**src/rtl/riscv_pkg.sv**
```systemverilog
// Shared RV32 front-end definitions: widths, reset vector, base opcodes,
// the instruction-queue entry layout and the fetch FSM states.
package riscv_pkg;

    localparam int              XLEN     = 32;
    localparam logic [XLEN-1:0] RESET_PC = 32'h8000_0000;

    localparam logic [6:0] OPC_OP     = 7'b0110011;
    localparam logic [6:0] OPC_OP_IMM = 7'b0010011;
    localparam logic [6:0] OPC_LOAD   = 7'b0000011;
    localparam logic [6:0] OPC_STORE  = 7'b0100011;
    localparam logic [6:0] OPC_BRANCH = 7'b1100011;
    localparam logic [6:0] OPC_JALR   = 7'b1100111;
    localparam logic [6:0] OPC_JAL    = 7'b1101111;
    localparam logic [6:0] OPC_LUI    = 7'b0110111;

    typedef struct packed {
        logic [XLEN-1:0] pc;
        logic [31:0]     inst;
    } fetch_entry_t;

    typedef enum logic [0:0] {
        ST_BOOT = 1'b0,
        ST_RUN  = 1'b1
    } fetch_state_t;

endpackage

```
**src/rtl/fetch_fifo.sv**
```systemverilog
// Small in-order queue with synchronous flush and occupancy output.
// Flush takes priority over a same-cycle push or pop.
module fetch_fifo #(
    parameter int  DEPTH = 2,
    parameter int  WIDTH = 64,
    localparam int AW    = $clog2(DEPTH),
    localparam int CW    = $clog2(DEPTH + 1)
) (
    input  logic             clk,
    input  logic             rst_n,
    input  logic             flush,
    input  logic             push,
    input  logic [WIDTH-1:0] wdata,
    input  logic             pop,
    output logic [WIDTH-1:0] rdata,
    output logic             empty,
    output logic [CW-1:0]    count
);

    logic [WIDTH-1:0] mem_q [DEPTH];
    logic [AW-1:0]    wr_ptr_q;
    logic [AW-1:0]    rd_ptr_q;
    logic [CW-1:0]    count_q;
    logic             full;
    logic             do_push;
    logic             do_pop;

    assign empty   = (count_q == '0);
    assign full    = (count_q == CW'(DEPTH));
    assign do_pop  = pop && !empty;
    // A pop frees the slot the push writes into, so push-on-full is fine then.
    assign do_push = push && (!full || do_pop);
    assign rdata   = mem_q[rd_ptr_q];
    assign count   = count_q;

    always_ff @(posedge clk) begin
        if (do_push && !flush) begin
            mem_q[wr_ptr_q] <= wdata;
        end
    end

    always_ff @(posedge clk or negedge rst_n) begin
        if (!rst_n) begin
            wr_ptr_q <= '0;
            rd_ptr_q <= '0;
            count_q  <= '0;
        end else if (flush) begin
            wr_ptr_q <= '0;
            rd_ptr_q <= '0;
            count_q  <= '0;
        end else begin
            if (do_push) begin
                wr_ptr_q <= wr_ptr_q + 1'b1;
            end
            if (do_pop) begin
                rd_ptr_q <= rd_ptr_q + 1'b1;
            end
            count_q <= count_q + CW'(do_push) - CW'(do_pop);
        end
    end

endmodule

```
**src/rtl/fetch_unit.sv**
```systemverilog
// Instruction fetch front end: PC owner, credit-limited imem requester,
// in-order instruction queue and redirect flush. FETCH_PERF_EN adds perf counters.
module fetch_unit #(
    parameter int              XLEN     = riscv_pkg::XLEN,
    parameter logic [XLEN-1:0] RESET_PC = riscv_pkg::RESET_PC,
    parameter int              DEPTH    = 2
) (
    input  logic            clk,
    input  logic            rst_n,
    output logic            imem_req_valid,
    input  logic            imem_req_ready,
    output logic [XLEN-1:0] imem_req_addr,
    input  logic            imem_rsp_valid,
    input  logic [31:0]     imem_rsp_data,
    input  logic            redirect_valid,
    input  logic [XLEN-1:0] redirect_pc,
    output logic            inst_valid,
    input  logic            inst_ready,
    output logic [31:0]     inst_out,
    output logic [XLEN-1:0] inst_pc,
    output logic [6:0]      opcode
`ifdef FETCH_PERF_EN
    ,
    output logic [31:0]     perf_fetch_cnt,
    output logic [31:0]     perf_flush_cnt
`endif
);

    import riscv_pkg::*;

    localparam int CW = $clog2(DEPTH + 1);
    localparam int SW = CW + 2;

    fetch_state_t    state_q, state_d;
    logic [XLEN-1:0] pc_q, pc_d;
    logic [XLEN-1:0] rsp_pc_q, rsp_pc_d;
    logic [CW-1:0]   outstanding_q, outstanding_d;
    logic [CW-1:0]   drop_cnt_q, drop_cnt_d;
    logic [CW-1:0]   occupancy;
    logic [SW-1:0]   credit_used;
    logic [XLEN-1:0] redirect_aligned;
    logic            req_fire;
    logic            rsp_keep;
    logic            q_push;
    logic            q_pop;
    logic            q_empty;
    logic            unused_redirect_lsbs;
    fetch_entry_t    push_entry;
    fetch_entry_t    head_entry;

    assign redirect_aligned     = {redirect_pc[XLEN-1:2], 2'b00};
    assign unused_redirect_lsbs = ^redirect_pc[1:0];

    // Every fetch holds a credit from request until it leaves the queue or is dropped.
    assign credit_used    = SW'(outstanding_q) + SW'(occupancy) + SW'(drop_cnt_q);
    assign imem_req_valid = (state_q == ST_RUN) && (credit_used < SW'(DEPTH));
    assign imem_req_addr  = pc_q;
    assign req_fire       = imem_req_valid && imem_req_ready;
    assign rsp_keep       = imem_rsp_valid && (drop_cnt_q == '0);
    assign q_push         = rsp_keep && !redirect_valid;
    assign q_pop          = inst_valid && inst_ready;

    assign push_entry.pc   = rsp_pc_q;
    assign push_entry.inst = imem_rsp_data;

    fetch_fifo #(
        .DEPTH (DEPTH),
        .WIDTH ($bits(fetch_entry_t))
    ) u_inst_queue (
        .clk   (clk),
        .rst_n (rst_n),
        .flush (redirect_valid),
        .push  (q_push),
        .wdata (push_entry),
        .pop   (q_pop),
        .rdata (head_entry),
        .empty (q_empty),
        .count (occupancy)
    );

    assign inst_valid = !q_empty;
    assign inst_out   = inst_valid ? head_entry.inst : '0;
    assign inst_pc    = inst_valid ? head_entry.pc : '0;
    assign opcode     = inst_out[6:0];

    always_comb begin
        state_d       = state_q;
        pc_d          = pc_q;
        rsp_pc_d      = rsp_pc_q;
        outstanding_d = outstanding_q;
        drop_cnt_d    = drop_cnt_q;

        case (state_q)
            ST_BOOT: state_d = ST_RUN;
            default: state_d = state_q;
        endcase

        if (req_fire) begin
            pc_d = pc_q + XLEN'(4);
        end

        if (redirect_valid) begin
            // Everything in flight, including a request accepted right now, turns stale.
            pc_d          = redirect_aligned;
            rsp_pc_d      = redirect_aligned;
            drop_cnt_d    = drop_cnt_q + outstanding_q + CW'(req_fire) - CW'(imem_rsp_valid);
            outstanding_d = '0;
        end else begin
            outstanding_d = outstanding_q + CW'(req_fire) - CW'(rsp_keep);
            if (imem_rsp_valid && !rsp_keep) begin
                drop_cnt_d = drop_cnt_q - CW'(1);
            end
            if (rsp_keep) begin
                rsp_pc_d = rsp_pc_q + XLEN'(4);
            end
        end
    end

    always_ff @(posedge clk or negedge rst_n) begin
        if (!rst_n) begin
            state_q       <= ST_BOOT;
            pc_q          <= RESET_PC;
            rsp_pc_q      <= RESET_PC;
            outstanding_q <= '0;
            drop_cnt_q    <= '0;
        end else begin
            state_q       <= state_d;
            pc_q          <= pc_d;
            rsp_pc_q      <= rsp_pc_d;
            outstanding_q <= outstanding_d;
            drop_cnt_q    <= drop_cnt_d;
        end
    end

`ifdef FETCH_PERF_EN
    logic [31:0] perf_fetch_q;
    logic [31:0] perf_flush_q;

    always_ff @(posedge clk or negedge rst_n) begin
        if (!rst_n) begin
            perf_fetch_q <= '0;
            perf_flush_q <= '0;
        end else begin
            if (q_pop) begin
                perf_fetch_q <= perf_fetch_q + 32'd1;
            end
            if (redirect_valid) begin
                perf_flush_q <= perf_flush_q + 32'd1;
            end
        end
    end

    assign perf_fetch_cnt = perf_fetch_q;
    assign perf_flush_cnt = perf_flush_q;
`endif

endmodule

```
**config.mk**
```make
export PLATFORM = sky130hd
export DESIGN_NAME = fetch_unit
export DESIGN_NICKNAME = d
export VERILOG_FILES = /design/src/rtl/riscv_pkg.sv /design/src/rtl/fetch_fifo.sv /design/src/rtl/fetch_unit.sv
export SDC_FILE = /design/constraint.sdc
export NUM_CORES = 1
export LEC_CHECK = 0
export ABC_AREA = 1
export BUFFER_PORTS_ARGS = -buffer_cell sky130_fd_sc_hd__buf_2
export CAP_MARGIN = 20
export CORE_MARGIN = 3
export CORE_UTILIZATION = 30
export DETAILED_ROUTE_END_ITERATION = 8
export GPL_ROUTABILITY_DRIVEN = 1
export PLACE_DENSITY = 0.6
export SETUP_SLACK_MARGIN = 0.1
export SYNTH_ARGS = -nofsm -noshare
export SYNTH_HDL_FRONTEND = slang
export SYNTH_SLANG_ARGS = --single-unit
export TNS_END_PERCENT = 50
```
**constraint.sdc**
```tcl
create_clock -name clk -period 5.85 [get_ports clk]
set_input_delay 0.2925 -clock clk [delete_from_list [all_inputs] [get_ports clk]]
set_output_delay 0.2925 -clock clk [all_outputs]
set_load 0.1 [all_outputs]
```
[Word-level counts from Yosys, hierarchy flattened]
Memory sizes are Yosys's and may differ from the RTL's.
Index checks and enable logic that the tools add are counted.
Storage, ports and cells
  flip-flop bits (word level): 73
  bits in writable memories: 128
  bits of input ports: 70
  output and inout bits: 105
  logic and storage cells: 62
  memories: 1
Cells by class
  $add $sub $neg: 14
  magnitude comparators: 1
  eq/ne operators: 1
  multiplexer cells: 16
  reductions and logical operators: 21
Memory list
  u_inst_queue.mem_q: words 2, bits a word 64, read ports 1, clocked after Yosys merged registers in 0, wr ports 1, RTL line fetch_fifo.sv:20  | logic [WIDTH-1:0] mem_q [DEPTH];
Operator list (count)
  $mux W32: 6
  $add A32 B3 Y32 const B: 2
  $reduce_bool A2 Y1: 5
  $logic_and A1 B1 Y1: 9
  $mux W2: 4
  $add A2 B1 Y2: 3
  $mux W1: 6
  $sub A2 B1 Y2: 3
  $add A3 B2 Y4: 1
  $logic_not A1 Y1: 4
  $logic_not A2 Y1: 2
  $lt A4 B2 Y1 const B: 1
  $add A2 B2 Y3: 1
  $add A1 B1 Y1 const B: 2
  $add A2 B2 Y2: 1
  $eq A2 B2 Y1 const B: 1
  $sub A2 B1 Y2 const B: 1
  $logic_or A1 B1 Y1: 1

[Logic depth before layout (Yosys ltp)]
Gate-level depths: netlist (run 1).
  depth in word-level cells: 9
  depth in mapped cells: 12

[By module]
From an unflattened synthesis (run 1), not the netlist that was laid out.
Unflattened totals
  cell total of the unflattened synthesis: 1211
  area total of the unflattened synthesis: 10254.8 µm²
By module, submodules not included
  fetch_unit: times used 1, cells each 839, area each 5317.6 µm², sequential area each 1629.1 µm²
  fetch_fifo: times used 1, cells each 372, area each 4937.2 µm², sequential area each 3943.8 µm²

[Worst setup path after synthesis (run 1)]
Ideal clock, no wire load.
  path type: register -> register
  start: register drop_cnt_q[1]
  end: memory u_inst_queue.mem_q[0][0], enable pin
  arrival: 3689 ps
  required time: 5368 ps
  path slack: 1679 ps
  cell stages (with the launch flop): 7
  clock period less this slack: 4171 ps
  cell sequence: dfrtp_1 inv_1 ha_1 nand2_1 nor2_2 nand2_1 nor2_1
On the way
  cells in the longest elaborated chain, start to end: 7
RTL lines
  from (decl): RTL line fetch_unit.sv:38  | logic [CW-1:0] drop_cnt_q, drop_cnt_d;
  from (signal assigned): RTL line fetch_unit.sv:131  | drop_cnt_q <= drop_cnt_d;
  $logic_not A2 Y1: RTL line fetch_unit.sv:59  | assign rsp_keep = imem_rsp_valid && (drop_cnt_q == '0);
  $logic_and A1 B1 Y1: RTL line fetch_unit.sv:59
  $logic_and A1 B1 Y1: RTL line fetch_unit.sv:60  | assign q_push = rsp_keep && !redirect_valid;
  $logic_and A1 B1 Y1: RTL line fetch_fifo.sv:32  | assign do_push = push && (!full || do_pop);
  $logic_and A1 B1 Y1: RTL line fetch_fifo.sv:37  | if (do_push && !flush) begin
  $mux W1: RTL line fetch_fifo.sv:37
  $mux W1 (not written as such): RTL line fetch_fifo.sv:38  | mem_q[wr_ptr_q] <= wdata;
  to (decl): RTL line fetch_fifo.sv:20
No other way between the ends.

[Worst setup path after layout (run 1)]
  start: register drop_cnt_q[1]
  end: memory u_inst_queue.mem_q[0][31], enable pin
The elaborated chain is that of the path after synthesis.

==> results of run 1 <==
## synth_stat cells (all sizes together) (6+ instances only)
| master | number |
|---|---|
| o211ai | 14 |
| inv | 97 |
| nor3 | 15 |
| o21bai | 6 |
| edfxtp | 124 |
| dfrtp | 67 |
| clkbuf | 20 |
| xnor2 | 11 |
| o21ai | 30 |
| a21oi | 70 |
| nor2 | 76 |
| buf | 22 |
| nand2 | 354 |
| nand4 | 7 |
| nand3 | 82 |
| xor2 | 16 |
| ha | 11 |
## flip-flops by register name, summed over array words and instances, names as in the netlist
signal / count
u_inst_queue.mem_q: 124
imem_req_addr: 30
rsp_pc_q: 30
drop_cnt_q: 2
outstanding_q: 2
u_inst_queue.count: 2
state_q: 1
u_inst_queue.rd_ptr_q: 1
u_inst_queue.wr_ptr_q: 1
## worst paths after layout
kind	from	endpoint	slack, ns	cells past startpoint
setup / recovery	drop_cnt_q[1]$_DFFE_PN0P_	u_inst_queue.mem_q[0][31]$_DFFE_PP_	2.40	7
hold / removal	rst_n	imem_req_addr[25]$_DFFE_PN0P_	0.02	2
setup reg to reg	drop_cnt_q[1]$_DFFE_PN0P_	u_inst_queue.mem_q[0][31]$_DFFE_PP_	2.40	7
hold reg to reg	rsp_pc_q[31]$_DFFE_PN1N_	u_inst_queue.mem_q[1][63]$_DFFE_PP_	0.56	0
max in group asynchronous	rst_n	u_inst_queue.rd_ptr_q$_DFFE_PN0P_	5.13	2
min in group clk	imem_rsp_data[0]	u_inst_queue.mem_q[0][0]$_DFFE_PP_	0.03	1
## area by class of cell
type,count,share of cell area
clock buffer,17,0.0376
clock inverter,15,0.0160
inverter,97,0.0322
multi-input combinational,708,0.309
sequential,193,0.482
tap,396,0.0438
timing repair buffer,176,0.0796
## report_power, final
group	internal, mW	switching (mW)	total (mW)
Clock	0.580	0.598	1.18
Combinational	0.499	2.83	3.33
Sequential	1.67	0.215	1.88
Total	2.75	3.64	6.39
## layer usage
| metal | up-vias | part of all wire | global-route usage |
|---|---|---|---|
| met5 | - | 0 | 0 |
| met4 | 0 | 0.012 | 0.0348 |
| met3 | 21 | 0.065 | 0.0279 |
| met2 | 258 | 0.43 | 0.228 |
| met1 | 3525 | 0.49 | 0.221 |
| li1 | 3712 | - | - |
## worst max-delay path, stage by stage, from the launching register on
cell and delay, ns:
dfrtp_1 0.38, inv_1 0.12, ha_1 0.19, nand2_1 0.15, nor2_2 0.66, nand2_1 0.35, nor2_4 0.84, buf_4 0.41
## cell families after synthesis
kind of cell / share of synthesized area
AO/OA/AOI/OAI: 0.0715
buffers and inverters: 0.0613
XOR/XNOR: 0.0249
AND/OR/NAND/NOR: 0.249
adder cells (fa/ha/maj): 0.0187
other: 0.000790
flip-flops: 0.574
==> impl_metrics.ini, run 1 <==
[run_status]
outcome = finished, final reports clean

[placement]
portBuffers = 168
finalWeightedCongestion = 0.875
place_hpwl_um = 17800
placed_area_sq_mm = 0.0107
dp.cells = 1570
post-place-ws_ns = 2.29

[die]
die_w_um = 184
coreArea_sq_mm = 0.0309
die_y_um = 184
start_util = 0.307
die_area_sq_mm = 0.0339
ios = 175
rows = 64

[grt]
grt_pass1_vias = 7104
antenna_found_initial = 0
grt_max_degree = 70
grt_usage = 0.150
gr-total-overflow = 0
grt_pass1_wl_um = 39400

[timing]
hold_viol = 0
max_freq_ghz = 0.290
drv_slew = 0
setup_slack_ns = 2.40
slew_headroom = 0.328
finalClockSkew_ns = 0.0138
hold_slack_ns = 0.0209
worst_pin_slew_ns = 1.01
fin_crit_ns = 3.45
fin_crit_sh = 0.590
setup_viol = 0
tns_ns = 0
rsz0062_at_grt = no

[synth]
ys_seq_area_frac = 0.574
synth-seq-cells = 193
syn_area_sq_mm = 0.00950
synth_cell_types = 38
synthCells = 1037
synth_largest_area_cell = edfxtp_1
postSynth.asyncResetShare = 0.358
netlist.area_leader.share = 0.392
synth-edff-count = 124
ys.warnings.count = 0
synth_ff_type = edfxtp_1
syn_avg_cell_area_sq_um = 9.17
synth_area_leaders = edfxtp_1, dfrtp_1, nand2_1

[clock_tree]
cts_hold_buf = 0
post_cts_resized = 0
numCtsBuffers = 17
post_cts_buffers = 0
clockBufferDepth = 2
cts_tree = built
cts.sinks = 193
clk_latency_ns = 0.45
htreeDepth = 4
clk_pin_slew_ns = 0.08
clockRootBuffer = clkbuf_16

[routing]
vias = 7516
drt_iter0_drc = 565
first_pass_iters = 5
viasPerCell = 4.69
drt.antenna.violating_nets = 0
drt-total-wl_um = 25200
wire_per_inst_um = 15.7
drc = 0

[run]
cap_violations = 0

[power]
power_mw = 6.39
max-vdd-ir-drop_mv = 0.316
power_leakage_nw = 4.95
power_density_mw_per_mm2 = 564

[finish]
nFillCells = 3142
layout_commonest_cell = nand2_1
area_delta_synth_final_pct = 19.1
final_cell_mix = nand2_1, buf_2, edfxtp_1
fin_cells = 1602
multiInputGateArea_sq_mm = 0.00350
seq_area_sq_mm = 0.00545
post-route-util = 0.366
drive_gt1_frac = 0.215
design_area_sq_mm = 0.0113
nets = 1276
n_antenna_cell = 0

[worst_hold_path]
hold_class = input port to async pin

[critical_path]
end_kind = flop
worst-setup-path-type = flop to flop
cp_max_fo = 33
start_kind = flop
crit_arrival_ns = 3.58
cp_data_required_time_ns = 5.98
Note: power is estimated with default switching activity, not from simulation.
==> run 2, diff against run 1 <==
- clock period: 5.85 -> 3.5 ns (I/O delays scaled with it)
==> run 2 against run 1 <==
Via count is 1.8% higher; global-route usage about the same; register-to-register slack worse by 1.6 ns; worst hold slack improved by 0.0048 ns; worst setup slack worse by 1.6 ns; largest cell class unchanged.
==> impl_metrics.ini, run 2 (synthesis results as in run 1) <==
[timing]
rsz0062_at_grt = no
setup_viol = 0
max_freq_ghz = 0.372
hold_viol = 0
fin_crit_ns = 2.69
setup_slack_ns = 0.810
drv_slew = 0
fin_crit_sh = 0.769
worst_pin_slew_ns = 0.779
slew_headroom = 0.481
finalClockSkew_ns = 0.0125

[grt]
grt_usage = 0.150
grt_max_degree = 64
antenna_found_initial = 0
grt_pass1_vias = 7244
gr-total-overflow = 0
grt_pass1_wl_um = 39400

[clock_tree]
cts.sinks = 193
clk_pin_slew_ns = 0.08
htreeDepth = 4
clk_latency_ns = 0.44
clockRootBuffer = clkbuf_16
post_cts_resized = 0
clockBufferDepth = 2
numCtsBuffers = 17
cts_tree = built

[die]
ios = 175
coreArea_sq_mm = 0.0309
rows = 64
start_util = 0.307
die_area_sq_mm = 0.0339
die_w_um = 184
die_y_um = 184

[finish]
regMostFlops = u_inst_queue.mem_q
n_antenna_cell = 0
final_cell_mix = nand2_1, buf_2, edfxtp_1
nFillCells = 3097
largest_reg_flops = 124
post-route-util = 0.379
drive_gt1_frac = 0.209
nets = 1309
layout_commonest_cell = nand2_1
area_delta_synth_final_pct = 23.1

[critical_path]
cp_max_fo = 15
worst-setup-path-type = flop to flop
r2r_cells = 11
end_kind = flop
cp_data_required_time_ns = 3.82
start_kind = flop
crit_arrival_ns = 3.01

[placement]
place_hpwl_um = 17600
finalWeightedCongestion = 0.884
post-place-ws_ns = 0.788
portBuffers = 168

[routing]
vias = 7655
drt-total-wl_um = 25500
viasPerCell = 4.68
first_pass_iters = 5
wire_per_inst_um = 15.6
drc = 0
drt_iter0_drc = 510
drt.antenna.violating_nets = 0

[power]
power_leakage_nw = 5.11
seq_power_share = 0.295
switching_share = 0.564
switching_power_mw = 6.08
max-vdd-ir-drop_mv = 0.498
clkPwrFrac = 0.186
comb_power_share = 0.519
intPower_mw = 4.70
power_density_mw_per_mm2 = 920

[run]
cap_violations = 0

[run_status]
outcome = finished, final reports clean

[worst_hold_path]
whs_path_depth = 3
hold_class = input port to flop
## run 2: changes by cell type in the layout (fill, tap and decap cells not counted), sizes merged
cell / change
dlygate4sd3: +33
clkinv: -5
inv: +4
bufinv: +1
## run 2: layout make-up
| type | instances | area [sq um] | share of cell area |
|---|---|---|---|
| multi-input combinational | 708 | 3500 | 0.299 |
| clock inverter | 15 | 180 | 0.0154 |
| tap | 396 | 495 | 0.0423 |
| clock buffer | 17 | 425 | 0.0364 |
| inverter | 97 | 364 | 0.0311 |
| sequential | 193 | 5450 | 0.466 |
| timing repair buffer | 209 | 1280 | 0.109 |
## run 2: path summary, 6_finish.rpt
check,start,slack (ns),to
max reg2reg,outstanding_q[1]$_DFF_PN0_,0.81,imem_req_addr[11]$_DFFE_PN0P_
min reg2reg,rsp_pc_q[27]$_DFFE_PN0N_,0.54,u_inst_queue.mem_q[0][59]$_DFFE_PP_
max in group asynchronous,rst_n,2.39,rsp_pc_q[31]$_DFFE_PN1N_
min,redirect_pc[26],0.03,imem_req_addr[26]$_DFFE_PN0P_
max,outstanding_q[1]$_DFF_PN0_,0.81,imem_req_addr[11]$_DFFE_PN0P_
min in group asynchronous,rst_n,0.33,imem_req_addr[22]$_DFFE_PN0P_
## run 2: metal layers
| layer | vias up | global-route usage | routed length [um] |
|---|---|---|---|
| met5 | - | 0 | 0 |
| li1 | 3786 | - | - |
| met3 | 20 | 0.0281 | 1690 |
| met4 | 0 | 0.0299 | 225 |
| met2 | 274 | 0.228 | 11200 |
| met1 | 3575 | 0.222 | 12500 |
## run 2: what timing repair did
item / CTS / global route
hold buffers: 33 / 0
hold endpoints to repair: 93 / 0
buffers inserted: 0 / 0
## run 2: power by group through the flow
stage          Sequential (mW)  Combinational (mW)  Clock (mW)
2_1_floorplan             3.78                4.00           0
3_3_place_gp              3.21                5.55           0
3_5_place_dp              3.21                5.60           0
4_1_cts                   3.17                5.64        2.05
5_1_grt                   3.23                5.91        2.15
6_report                  3.17                5.59        2.00
## run 2: per-stage QoR
stage / setup TNS [ns] / hold slack [ns] / std cells / instance area (sq um) / power [mW]
global placement: 0 / 0.305 / 1570 / 10800 / 8.76
detailed placement: 0 / 0.293 / 1570 / 10800 / 8.81
global route: 0 / 0.0306 / 1635 / 11700 / 11.3
CTS: 0 / 0.000818 / 1635 / 11700 / 10.9
floorplan: -84.97 / -0.121 / 1040 / 9520 / 7.78
finish: 0 / 0.0256 / 1635 / 11700 / 10.8
## run 2: critical path, stage by stage, from the launching register on
cell	delay [ns]
dfrtp_1	0.40
inv_1	0.08
fa_1	0.53
inv_1	0.04
ha_1	0.29
nor3_2	0.20
nand2_2	0.19
nand2_2	0.30
inv_2	0.23
nand2_1	0.10
nand2_1	0.04
o21bai_1	0.15
